## src/rtl/rv32i_pkg.sv

```systemverilog
// rtl/rv32i_pkg.sv - shared RV32I encodings and multi-cycle controller enums
// Purpose: ALU operations, opcodes, immediate formats, controller states and
//          datapath mux select encodings used by the controller and its decoder.
// Ports:   none (package).
package rv32i_pkg;

    typedef enum logic [3:0] {
        ALU_ADD   = 4'd0,
        ALU_SUB   = 4'd1,
        ALU_AND   = 4'd2,
        ALU_OR    = 4'd3,
        ALU_XOR   = 4'd4,
        ALU_SLT   = 4'd5,
        ALU_SLL   = 4'd6,
        ALU_SRL   = 4'd7,
        ALU_SRA   = 4'd8,
        ALU_BPASS = 4'd9
    } alu_op_t;

    typedef enum logic [6:0] {
        OP_LOAD   = 7'b0000011,
        OP_IMM    = 7'b0010011,
        OP_STORE  = 7'b0100011,
        OP_REG    = 7'b0110011,
        OP_LUI    = 7'b0110111,
        OP_BRANCH = 7'b1100011,
        OP_JALR   = 7'b1100111,
        OP_JAL    = 7'b1101111
    } opcode_t;

    typedef enum logic [2:0] {
        ADDI_SE   = 3'd0,
        SW_SE     = 3'd1,
        SLLI_SE   = 3'd2,
        LUI_SE    = 3'd3,
        BRANCH_SE = 3'd4,
        JAL_SE    = 3'd5
    } sign_extend_t;

    typedef enum logic [3:0] {
        RESET_S  = 4'd0,
        FETCH    = 4'd1,
        DECODE   = 4'd2,
        EXEC_R   = 4'd3,
        EXEC_I   = 4'd4,
        LUI_EX   = 4'd5,
        MEM_ADR  = 4'd6,
        MEM_RD   = 4'd7,
        MEM_WB   = 4'd8,
        MEM_WR   = 4'd9,
        ALU_WB   = 4'd10,
        JAL_S    = 4'd11,
        JALR_S   = 4'd12,
        BRANCH_S = 4'd13,
        TRAP     = 4'd14,
        LINK_WB  = 4'd15
    } ctrl_state_t;

    typedef enum logic [1:0] {
        SRC_A_PC     = 2'd0,
        SRC_A_OLD_PC = 2'd1,
        SRC_A_RS1    = 2'd2
    } alu_src_a_t;

    typedef enum logic [1:0] {
        SRC_B_RS2  = 2'd0,
        SRC_B_IMM  = 2'd1,
        SRC_B_FOUR = 2'd2
    } alu_src_b_t;

    typedef enum logic [1:0] {
        RES_ALU     = 2'd0,
        RES_ALU_OUT = 2'd1,
        RES_MEM     = 2'd2
    } result_sel_t;

endpackage

```

## src/rtl/multicycle_controller_alu_decoder.sv

```systemverilog
// rtl/multicycle_controller_alu_decoder.sv - funct3/funct7 to ALU operation decoder
// Purpose: combinational decode of OP (register) and OP-IMM instructions.
// Ports:   i_funct3, i_funct7 - IR fields
//          i_is_imm           - 1 for OP-IMM, 0 for OP
//          o_alu_op           - selected ALU operation
//          o_illegal          - encoding not supported, controller traps
module alu_decoder
    import rv32i_pkg::*;
(
    input  logic [2:0] i_funct3,
    input  logic [6:0] i_funct7,
    input  logic       i_is_imm,
    output alu_op_t    o_alu_op,
    output logic       o_illegal
);

    always_comb begin
        o_alu_op  = ALU_ADD;
        o_illegal = 1'b0;
        if (!i_is_imm) begin
            case (i_funct3)
                3'b000: begin
                    if (i_funct7 == 7'b0100000)      o_alu_op  = ALU_SUB;
                    else if (i_funct7 != 7'b0000000) o_illegal = 1'b1;
                end
                3'b001:  o_alu_op = ALU_SLL;
                // SLTU shares the signed comparator in this datapath
                3'b010,
                3'b011:  o_alu_op = ALU_SLT;
                3'b100:  o_alu_op = ALU_XOR;
                3'b101:  o_alu_op = ALU_SRL;
                3'b110:  o_alu_op = ALU_OR;
                default: o_alu_op = ALU_AND;
            endcase
        end else begin
            case (i_funct3)
                3'b000:  o_alu_op = ALU_ADD;
                3'b001:  o_alu_op = ALU_SLL;
                3'b100:  o_alu_op = ALU_XOR;
                3'b101: begin
                    if (i_funct7 == 7'b0000000)      o_alu_op  = ALU_SRL;
                    else if (i_funct7 == 7'b0100000) o_alu_op  = ALU_SRA;
                    else                             o_illegal = 1'b1;
                end
                3'b110:  o_alu_op = ALU_OR;
                3'b111:  o_alu_op = ALU_AND;
                default: o_illegal = 1'b1;
            endcase
        end
    end

endmodule

```

## src/rtl/multicycle_controller.sv

```systemverilog
// rtl/multicycle_controller.sv - multi-cycle RV32I datapath sequencer
// Purpose: steps a shared-memory, single-ALU RV32I datapath through fetch,
//          decode, execute, memory and writeback, with a memory wait timeout.
// Ports:   clk, reset (sync, active-high)
//          i_opcode/i_funct3/i_funct7 - IR fields, i_alu_eq - ALU a==b
//          i_mem_ready                - memory handshake for the current strobe
//          o_pc_init/o_pc_write/o_ir_write/o_reg_write - register enables
//          o_mem_read/o_mem_write     - memory strobes, held until i_mem_ready
//          o_adr_sel/o_alu_src_a/o_alu_src_b/o_alu_op/o_sign_extend_type/
//          o_result_sel               - datapath selects
//          o_state_out                - current state, o_trap - sticky fault
module multicycle_controller
    import rv32i_pkg::*;
#(
    parameter logic [31:0] RESET_PC    = 32'h0000_0000,
    parameter int unsigned MEM_TIMEOUT = 16
) (
    input  logic       clk,
    input  logic       reset,
    input  logic [6:0] i_opcode,
    input  logic [2:0] i_funct3,
    input  logic [6:0] i_funct7,
    input  logic       i_alu_eq,
    input  logic       i_mem_ready,
    output logic       o_pc_init,
    output logic       o_pc_write,
    output logic       o_ir_write,
    output logic       o_reg_write,
    output logic       o_mem_read,
    output logic       o_mem_write,
    output logic       o_adr_sel,
    output logic [1:0] o_alu_src_a,
    output logic [1:0] o_alu_src_b,
    output logic [3:0] o_alu_op,
    output logic [2:0] o_sign_extend_type,
    output logic [1:0] o_result_sel,
    output logic [3:0] o_state_out,
    output logic       o_trap
);

    localparam int CNT_W = (MEM_TIMEOUT > 1) ? $clog2(MEM_TIMEOUT) : 1;

    ctrl_state_t  r_state;
    logic         r_trap;
    logic [CNT_W-1:0] r_wait_cnt;

    ctrl_state_t  w_next_state;
    logic         w_pc_init, w_pc_write, w_ir_write, w_reg_write;
    logic         w_mem_read, w_mem_write, w_adr_sel;
    alu_src_a_t   w_src_a;
    alu_src_b_t   w_src_b;
    alu_op_t      w_alu_op;
    sign_extend_t w_sext;
    result_sel_t  w_result_sel;

    alu_op_t      w_dec_op;
    logic         w_dec_illegal;
    logic         w_dec_is_imm;
    logic         w_mem_state;
    logic         w_waiting;
    logic         w_timeout;
    logic         w_unused;

    // The PC mux in the datapath holds RESET_PC; the controller only requests it.
    assign w_unused = ^RESET_PC;

    assign w_dec_is_imm = (r_state == EXEC_I);

    alu_decoder u_alu_decoder (
        .i_funct3  (i_funct3),
        .i_funct7  (i_funct7),
        .i_is_imm  (w_dec_is_imm),
        .o_alu_op  (w_dec_op),
        .o_illegal (w_dec_illegal)
    );

    assign w_mem_state = (r_state == FETCH) || (r_state == MEM_RD) || (r_state == MEM_WR);
    assign w_waiting   = w_mem_state && !i_mem_ready;
    // Fires on the MEM_TIMEOUT-th consecutive wait cycle.
    assign w_timeout   = (MEM_TIMEOUT != 0) && w_waiting
                         && (32'(r_wait_cnt) == MEM_TIMEOUT - 1);

    always_comb begin
        w_next_state = r_state;
        w_pc_init    = 1'b0;
        w_pc_write   = 1'b0;
        w_ir_write   = 1'b0;
        w_reg_write  = 1'b0;
        w_mem_read   = 1'b0;
        w_mem_write  = 1'b0;
        w_adr_sel    = 1'b0;
        w_src_a      = SRC_A_PC;
        w_src_b      = SRC_B_RS2;
        w_alu_op     = ALU_ADD;
        w_sext       = ADDI_SE;
        w_result_sel = RES_ALU;

        case (r_state)
            RESET_S: begin
                w_pc_init    = 1'b1;
                w_next_state = FETCH;
            end
            FETCH: begin
                w_mem_read = 1'b1;
                w_src_b    = SRC_B_FOUR;
                if (i_mem_ready) begin
                    w_ir_write   = 1'b1;
                    w_pc_write   = 1'b1;
                    w_next_state = DECODE;
                end else if (w_timeout) begin
                    w_next_state = TRAP;
                end
            end
            DECODE: begin
                // Branch target is precomputed here into the ALU-out register.
                w_src_a = SRC_A_OLD_PC;
                w_src_b = SRC_B_IMM;
                w_sext  = BRANCH_SE;
                case (i_opcode)
                    OP_REG:            w_next_state = EXEC_R;
                    OP_IMM:            w_next_state = EXEC_I;
                    OP_LUI:            w_next_state = LUI_EX;
                    OP_LOAD, OP_STORE: w_next_state = MEM_ADR;
                    OP_JAL:            w_next_state = JAL_S;
                    OP_JALR:           w_next_state = JALR_S;
                    OP_BRANCH:         w_next_state = BRANCH_S;
                    default:           w_next_state = TRAP;
                endcase
            end
            EXEC_R: begin
                w_src_a      = SRC_A_RS1;
                w_alu_op     = w_dec_op;
                w_next_state = w_dec_illegal ? TRAP : ALU_WB;
            end
            EXEC_I: begin
                w_src_a      = SRC_A_RS1;
                w_src_b      = SRC_B_IMM;
                w_alu_op     = w_dec_op;
                w_sext       = (i_funct3 == 3'b001 || i_funct3 == 3'b101) ? SLLI_SE : ADDI_SE;
                w_next_state = w_dec_illegal ? TRAP : ALU_WB;
            end
            LUI_EX: begin
                w_src_b      = SRC_B_IMM;
                w_alu_op     = ALU_BPASS;
                w_sext       = LUI_SE;
                w_next_state = ALU_WB;
            end
            ALU_WB: begin
                w_reg_write  = 1'b1;
                w_result_sel = RES_ALU_OUT;
                w_next_state = FETCH;
            end
            MEM_ADR: begin
                w_src_a = SRC_A_RS1;
                w_src_b = SRC_B_IMM;
                w_sext  = (i_opcode == OP_STORE) ? SW_SE : ADDI_SE;
                if (i_opcode == OP_STORE)     w_next_state = MEM_WR;
                else if (i_opcode == OP_LOAD) w_next_state = MEM_RD;
                else                          w_next_state = TRAP;
            end
            MEM_RD: begin
                w_mem_read = 1'b1;
                w_adr_sel  = 1'b1;
                if (i_mem_ready)    w_next_state = MEM_WB;
                else if (w_timeout) w_next_state = TRAP;
            end
            MEM_WR: begin
                w_mem_write = 1'b1;
                w_adr_sel   = 1'b1;
                if (i_mem_ready)    w_next_state = FETCH;
                else if (w_timeout) w_next_state = TRAP;
            end
            MEM_WB: begin
                w_reg_write  = 1'b1;
                w_result_sel = RES_MEM;
                w_next_state = FETCH;
            end
            // Jumps redirect PC first, then LINK_WB writes rd <= old_pc + 4.
            // old_pc is untouched until the next fetch, so rs1 == rd is safe.
            JAL_S: begin
                w_src_a      = SRC_A_OLD_PC;
                w_src_b      = SRC_B_IMM;
                w_sext       = JAL_SE;
                w_pc_write   = 1'b1;
                w_next_state = LINK_WB;
            end
            JALR_S: begin
                // Bit 0 of the target is cleared at the datapath PC input.
                w_src_a      = SRC_A_RS1;
                w_src_b      = SRC_B_IMM;
                w_pc_write   = 1'b1;
                w_next_state = LINK_WB;
            end
            LINK_WB: begin
                w_src_a      = SRC_A_OLD_PC;
                w_src_b      = SRC_B_FOUR;
                w_reg_write  = 1'b1;
                w_next_state = FETCH;
            end
            BRANCH_S: begin
                w_src_a      = SRC_A_RS1;
                w_alu_op     = ALU_SUB;
                w_result_sel = RES_ALU_OUT;
                w_next_state = FETCH;
                case (i_funct3)
                    3'b000:  w_pc_write   = i_alu_eq;
                    3'b001:  w_pc_write   = !i_alu_eq;
                    default: w_next_state = TRAP;
                endcase
            end
            TRAP: begin
                w_next_state = TRAP;
            end
            default: begin
                w_next_state = TRAP;
            end
        endcase
    end

    always_ff @(posedge clk) begin
        if (reset) begin
            r_state    <= RESET_S;
            r_trap     <= 1'b0;
            r_wait_cnt <= '0;
        end else begin
            r_state <= w_next_state;
            if (w_next_state == TRAP) r_trap <= 1'b1;
            if (w_next_state != r_state) r_wait_cnt <= '0;
            else if (w_waiting)          r_wait_cnt <= r_wait_cnt + 1'b1;
        end
    end

    // pc_init is masked while reset is held so every strobe is low in reset.
    assign o_pc_init          = w_pc_init && !reset;
    assign o_pc_write         = w_pc_write;
    assign o_ir_write         = w_ir_write;
    assign o_reg_write        = w_reg_write;
    assign o_mem_read         = w_mem_read;
    assign o_mem_write        = w_mem_write;
    assign o_adr_sel          = w_adr_sel;
    assign o_alu_src_a        = w_src_a;
    assign o_alu_src_b        = w_src_b;
    assign o_alu_op           = w_alu_op;
    assign o_sign_extend_type = w_sext;
    assign o_result_sel       = w_result_sel;
    assign o_state_out        = r_state;
    assign o_trap             = r_trap;

endmodule
```

## config.mk

```make
export PLATFORM = sky130hd
export DESIGN_NAME = multicycle_controller
export DESIGN_NICKNAME = d
export VERILOG_FILES = /design/src/rtl/rv32i_pkg.sv /design/src/rtl/multicycle_controller_alu_decoder.sv /design/src/rtl/multicycle_controller.sv
export SDC_FILE = /design/constraint.sdc
export NUM_CORES = 1
export LEC_CHECK = 0
export ABC_AREA = 1
export CORE_MARGIN = 2
export CORE_UTILIZATION = 51
export CTS_BUF_LIST = sky130_fd_sc_hd__clkbuf_4 sky130_fd_sc_hd__clkbuf_8
export DETAILED_ROUTE_END_ITERATION = 16
export PLACE_DENSITY = 0.89
export SLEW_MARGIN = 0
export SYNTH_ARGS = -nofsm -noshare
export SYNTH_HDL_FRONTEND = slang
export SYNTH_SLANG_ARGS = --single-unit
export TNS_END_PERCENT = 20
```

## constraint.sdc

```tcl
create_clock -name clk -period 3.2 [get_ports clk]
set_clock_uncertainty 0.2 [all_clocks]
set_input_delay 0.48 -clock clk [delete_from_list [all_inputs] [get_ports clk]]
set_output_delay 0.48 -clock clk [all_outputs]
set_load 0.05 [all_outputs]
```

Word-level counts from Yosys, hierarchy flattened
Cells that the tools add are included.

Flip-flop bits (word level): 9. Input bits: 21. Output and inout bits: 25. Word-level logic and storage cells: 106.

Add/subtract/negate cells: 1. Eq/ne operators: 34. Mux-type cells: 39. Reduce and logical (&&, ||, !) cells: 29.

Operators with widths (count): 4-bit case mux with 11 select lines (1); 4-bit equality test, second input constant (10); 4-bit 2-to-1 mux (10); 7-bit by 6-bit equality test with 1-bit output, second input constant (4); 4-bit case mux with 7 select lines (1); 7-bit equality test, second input constant (3); 4-bit case mux with 5 select lines (1); 2-bit OR reduction (10); 3-bit case mux with 6 select lines (1); 4-bit by 3-bit equality test with 1-bit output, second input constant (4); 1-bit 2-to-1 mux (15); 3-bit case mux with 5 select lines (1); 3-bit equality test, second input constant (4); 2-bit case mux with 2 select lines (3); 4-bit case mux with 3 select lines (1); 5-bit OR reduction (2); 4-bit by 2-bit equality test with 1-bit output, second input constant (2); 7-bit by 2-bit equality test with 1-bit output, second input constant (1); 7-bit by 5-bit equality test with 1-bit output, second input constant (1); 7-bit logical NOT (1); 7-bit nonzero test (1); 3-bit by 2-bit equality test with 1-bit output, second input constant (2); 3-bit OR reduction (2); 6-bit OR reduction (1); 14 further kinds (21).

Longest topological paths before layout
Word-level depth: 10. Depth in mapped cells: 15. Gate-level depth less buffers: 15.

Cells and area by module
A second synthesis with hierarchy kept.

Cell total of the unflattened synthesis: 257. Area total of the unflattened synthesis: 1328.8 um^2.

By module, submodules not included: multicycle_controller (times used 1, cells an instance 204, area each 1071.0 um^2, sequential area each 180.2 um^2); alu_decoder (times used 1, cells an instance 53, area each 257.7 um^2, sequential area each 0.0 um^2).

Worst setup path after synthesis
Ideal clock, no wire load.

Path type: register -> output. Start: register r_state[2], in the netlist o_state_out[2]. End: output port o_alu_op[0]. Arrival: 2.526 ns. Required time: 2.520 ns. Path slack: -0.006 ns. Stages on the path, launching flop included: 8. Path buffers: 1. Path through: dfxtp_1 > buf_4 > inv_2 > nor2_2 > nand2_4 > inv_4 > nor2_4 > o31ai_1.

Word-level cells in the longest chain between the ends: 3. Elaborated cells on any way between the ends: 7. Those cells by class: 4 x eq/ne; 2 x mux; 1 x reduce/logical.

RTL lines: from (decl) (line multicycle_controller.sv:43) `ctrl_state_t r_state;`; from (signal assigned) (line multicycle_controller.sv:226) `r_state <= w_next_state;`; 4-bit by 3-bit equality test with 1-bit output / 4-bit by 2-bit equality test with 1-bit output (equally long branches) (line multicycle_controller.sv:67, multicycle_controller.sv:98); 4-bit 2-to-1 mux / 2-bit OR reduction (equally long branches); 4-bit case mux with 3 select lines * (line multicycle_controller.sv:98) `case (r_state)`; to (decl) (line multicycle_controller.sv:34) `output logic [3:0] o_alu_op,`.

Mark *: on every way between the ends. The rest lies on a longest branch, timed or not.

Worst setup path in the final report
Start: register r_state[1], in the netlist o_state_out[1]. End: output port o_alu_src_b[0].

Word-level cells in the longest chain between the ends: 3. Elaborated cells on any way between the ends: 11. Those cells by class: 8 x eq/ne; 1 x mux; 2 x reduce/logical.

RTL lines: 4-bit by 3-bit equality test with 1-bit output (tied with other cells) (line multicycle_controller.sv:98); 6-bit OR reduction (no source line) / 2-bit OR reduction (equally long branches); 2-bit case mux with 2 select lines * (line multicycle_controller.sv:98); to (decl) (line multicycle_controller.sv:33) `output logic [1:0] o_alu_src_b,`.

Marked as above.

==> results.toml <==
[status]
status = "finished, final reports clean"

[clock_tree]
cts_made_buffers = 3
cts_tree = "done"
holdBufCountCts = 0
cts_sinks = 9
h-tree-depth = 1
clock_latency_ns = 0.26
path_clk_slew_ns = 0.06
cts_setup_buffers = 0
clk_path_buf_depth = 2
root_buffer = "clkbuf_4"
post_cts_resized = 0

[finish]
final_cell_count_no_fill = 324
final_area_um2 = 1891
layout_commonest_cell = "nand2_1"
final_cell_mix = "nand2_1 (69), nor2_1 (40), clkdlybuf4s50_1 (37), inv_1 (32), nand3_1 (13)"
seq_area_um2 = 180.2
area_delta_synth_final_pct = 41.88
multi_input_area_um2 = 989.7
nFillCells = 210
insertedDiodeCount = 0
layout-drive-gt1-share = 0.1565
nets = 317

[placement]
pre_cts_ws_ns = 0.2976
port_buffers = 45
place_congestion = 0.9317
hpwlAfterDp_um = 3055
placed_area_um2 = 1861
place_inst = 320

[global_routing]
grt_use_total = 0.2517
gr-total-overflow = 0
grt_pass1_vias = 1434
antenna_found_initial = 0
grt_first_pass_wirelength_um = 5727
grt_max_degree = 11

[worst_setup_path]
critPathLaunchType = "flip-flop"
cp-end-kind = "output port"
worstPathRequired_ns = 2.52
crit_type = "reg2out"
crit_fanout = 8
arrival_ns = 2.38

[synth]
yosysSeqAreaShare = 0.1352
netlist_top_cells_area = "nand2_1 (19%), dfxtp_1 (14%), nor2_1 (11%), inv_1 (9.0%), nand3_1 (4.9%)"
synth.net_count = 268
synth.ff_latch_count = 9
syn_avg_cell_area_um2 = 5.417
synth_cells = 246
ys_types = 31
ys.flop_type = "dfxtp_1"
synth-edff-count = 0
async_flop_share = 0
yosysWarnings = 0
netlist_area_um2 = 1333
synth_top_area_frac = 0.1944
yosysTopAreaCell = "nand2_1"

[die]
fp-row-count = 18
die-area_um2 = 3038
io_pins = 46
coreArea_um2 = 2477
fp.dieW_um = 55.12
start_util = 0.5379
die_height_um = 55.12

[power_and_ir_drop]
power_density_nw_per_um2 = 921.5
finalPower_mw = 1.742
leakage_nw = 0.9451
peakVddDrop_mv = 0.9015

[detailed_routing]
via_per_inst = 5.336
drc_errors = 0
vias = 1729
wl_um = 3695
dr.pass1.iters = 5
wl_per_cell_um = 11.40
drtIter0Drc = 70
ant_nets = 0

[sta]
maxSlewHeadroom = 0.6587
setup-violations-final = 0
min_period_ns = 3.064
fin_crit_sh = 0.9575
grt_setup_unrepaired = "no"
maxSlewViolCount = 0
max_freq_mhz = 326.4
fin_ws_ns = 0.1360
tightest_slew_ns = 0.5103
setup_tns_ns = 0
finalHoldViolations = 0

[worst_hold_path]
hp-class = "reg2reg"

[flow_run]
cap_violations = 0
[synthesized netlist by cell type, types with 5 or more instances]
| library cell | count |
|---|---|
| nand2_1 | 69 |
| inv_2 | 8 |
| o21ai_0 | 12 |
| nand2_2 | 5 |
| nor2_1 | 40 |
| nand4_1 | 5 |
| nand3_1 | 13 |
| a21oi_1 | 6 |
| a31oi_1 | 5 |
| dfxtp_1 | 9 |
| nor2_2 | 8 |
| inv_1 | 32 |
| nor3_1 | 6 |
[metrics by stage]
step	utilization	hold slack (ns)
5_1_grt	0.7631	0.3073
4_1_cts	0.7631	0.2582
3_5_place_dp	0.7510	0.2454
3_3_place_gp	0.7510	0.2452
2_1_floorplan	-	0.3022
6_report	0.7631	0.2556
[metal layers]
metal  global-route usage  vias to the layer above  share of wire
met5                    0                        -              0
met4              0.06098                        0          0.014
met3              0.03763                        6          0.085
met2               0.4385                       98           0.46
met1               0.3236                      739           0.44
li1                     -                      886              -
[critical path, cell delays in order, from the launching register on]
cell,delay (ns)
dfxtp_1,0.53
inv_1,0.15
nor2_1,0.11
inv_1,0.08
nor2_2,0.16
inv_2,0.08
nand2_1,0.09
a21oi_1,0.05
nand2_1,0.08
clkdlybuf4s50_1,0.80
[kinds of logic after synthesis]
family / count (synthesis) / synth area share
XOR/XNOR: 3 / 0.01972
buffers and inverters: 43 / 0.1258
multiplexers: 1 / 0.007512
AND/OR/NAND/NOR: 159 / 0.5690
adder cells (fa/ha/maj): 1 / 0.009388
flip-flops: 9 / 0.1352
AO/OA/AOI/OAI: 30 / 0.1333
[final timing paths]
check / start / end / slack, ns / depth (start not counted)
min reg2reg: o_trap / o_trap / 0.26 / 2
max reg2reg: o_state_out[2] / r_wait_cnt[0] / 0.95 / 12
max: o_state_out[1] / o_alu_src_b[0] / 0.14 / 9
min: o_trap / o_trap / 0.26 / 2
[registers in the layout (all words and copies together), names as in the netlist]
signal	flops
o_state_out	4
r_wait_cnt	4
o_trap	1
[area by class of cell]
cell class                      count  area share
Multi-Input combinational cell    194      0.5235
Timing Repair Buffer               45      0.2608
Sequential cell                     9     0.09530
Inverter                           42     0.08471
Tap cell                           30     0.01985
Clock buffer                        4     0.01588
[where the power goes]
group          leakage, nW  internal (mW)  switching, mW
Combinational        0.853          0.474          0.975
Sequential          0.0733          0.138         0.0590
Clock               0.0184         0.0565         0.0393
Total                0.945          0.669           1.07
Power figures use the tool's default switching activity.
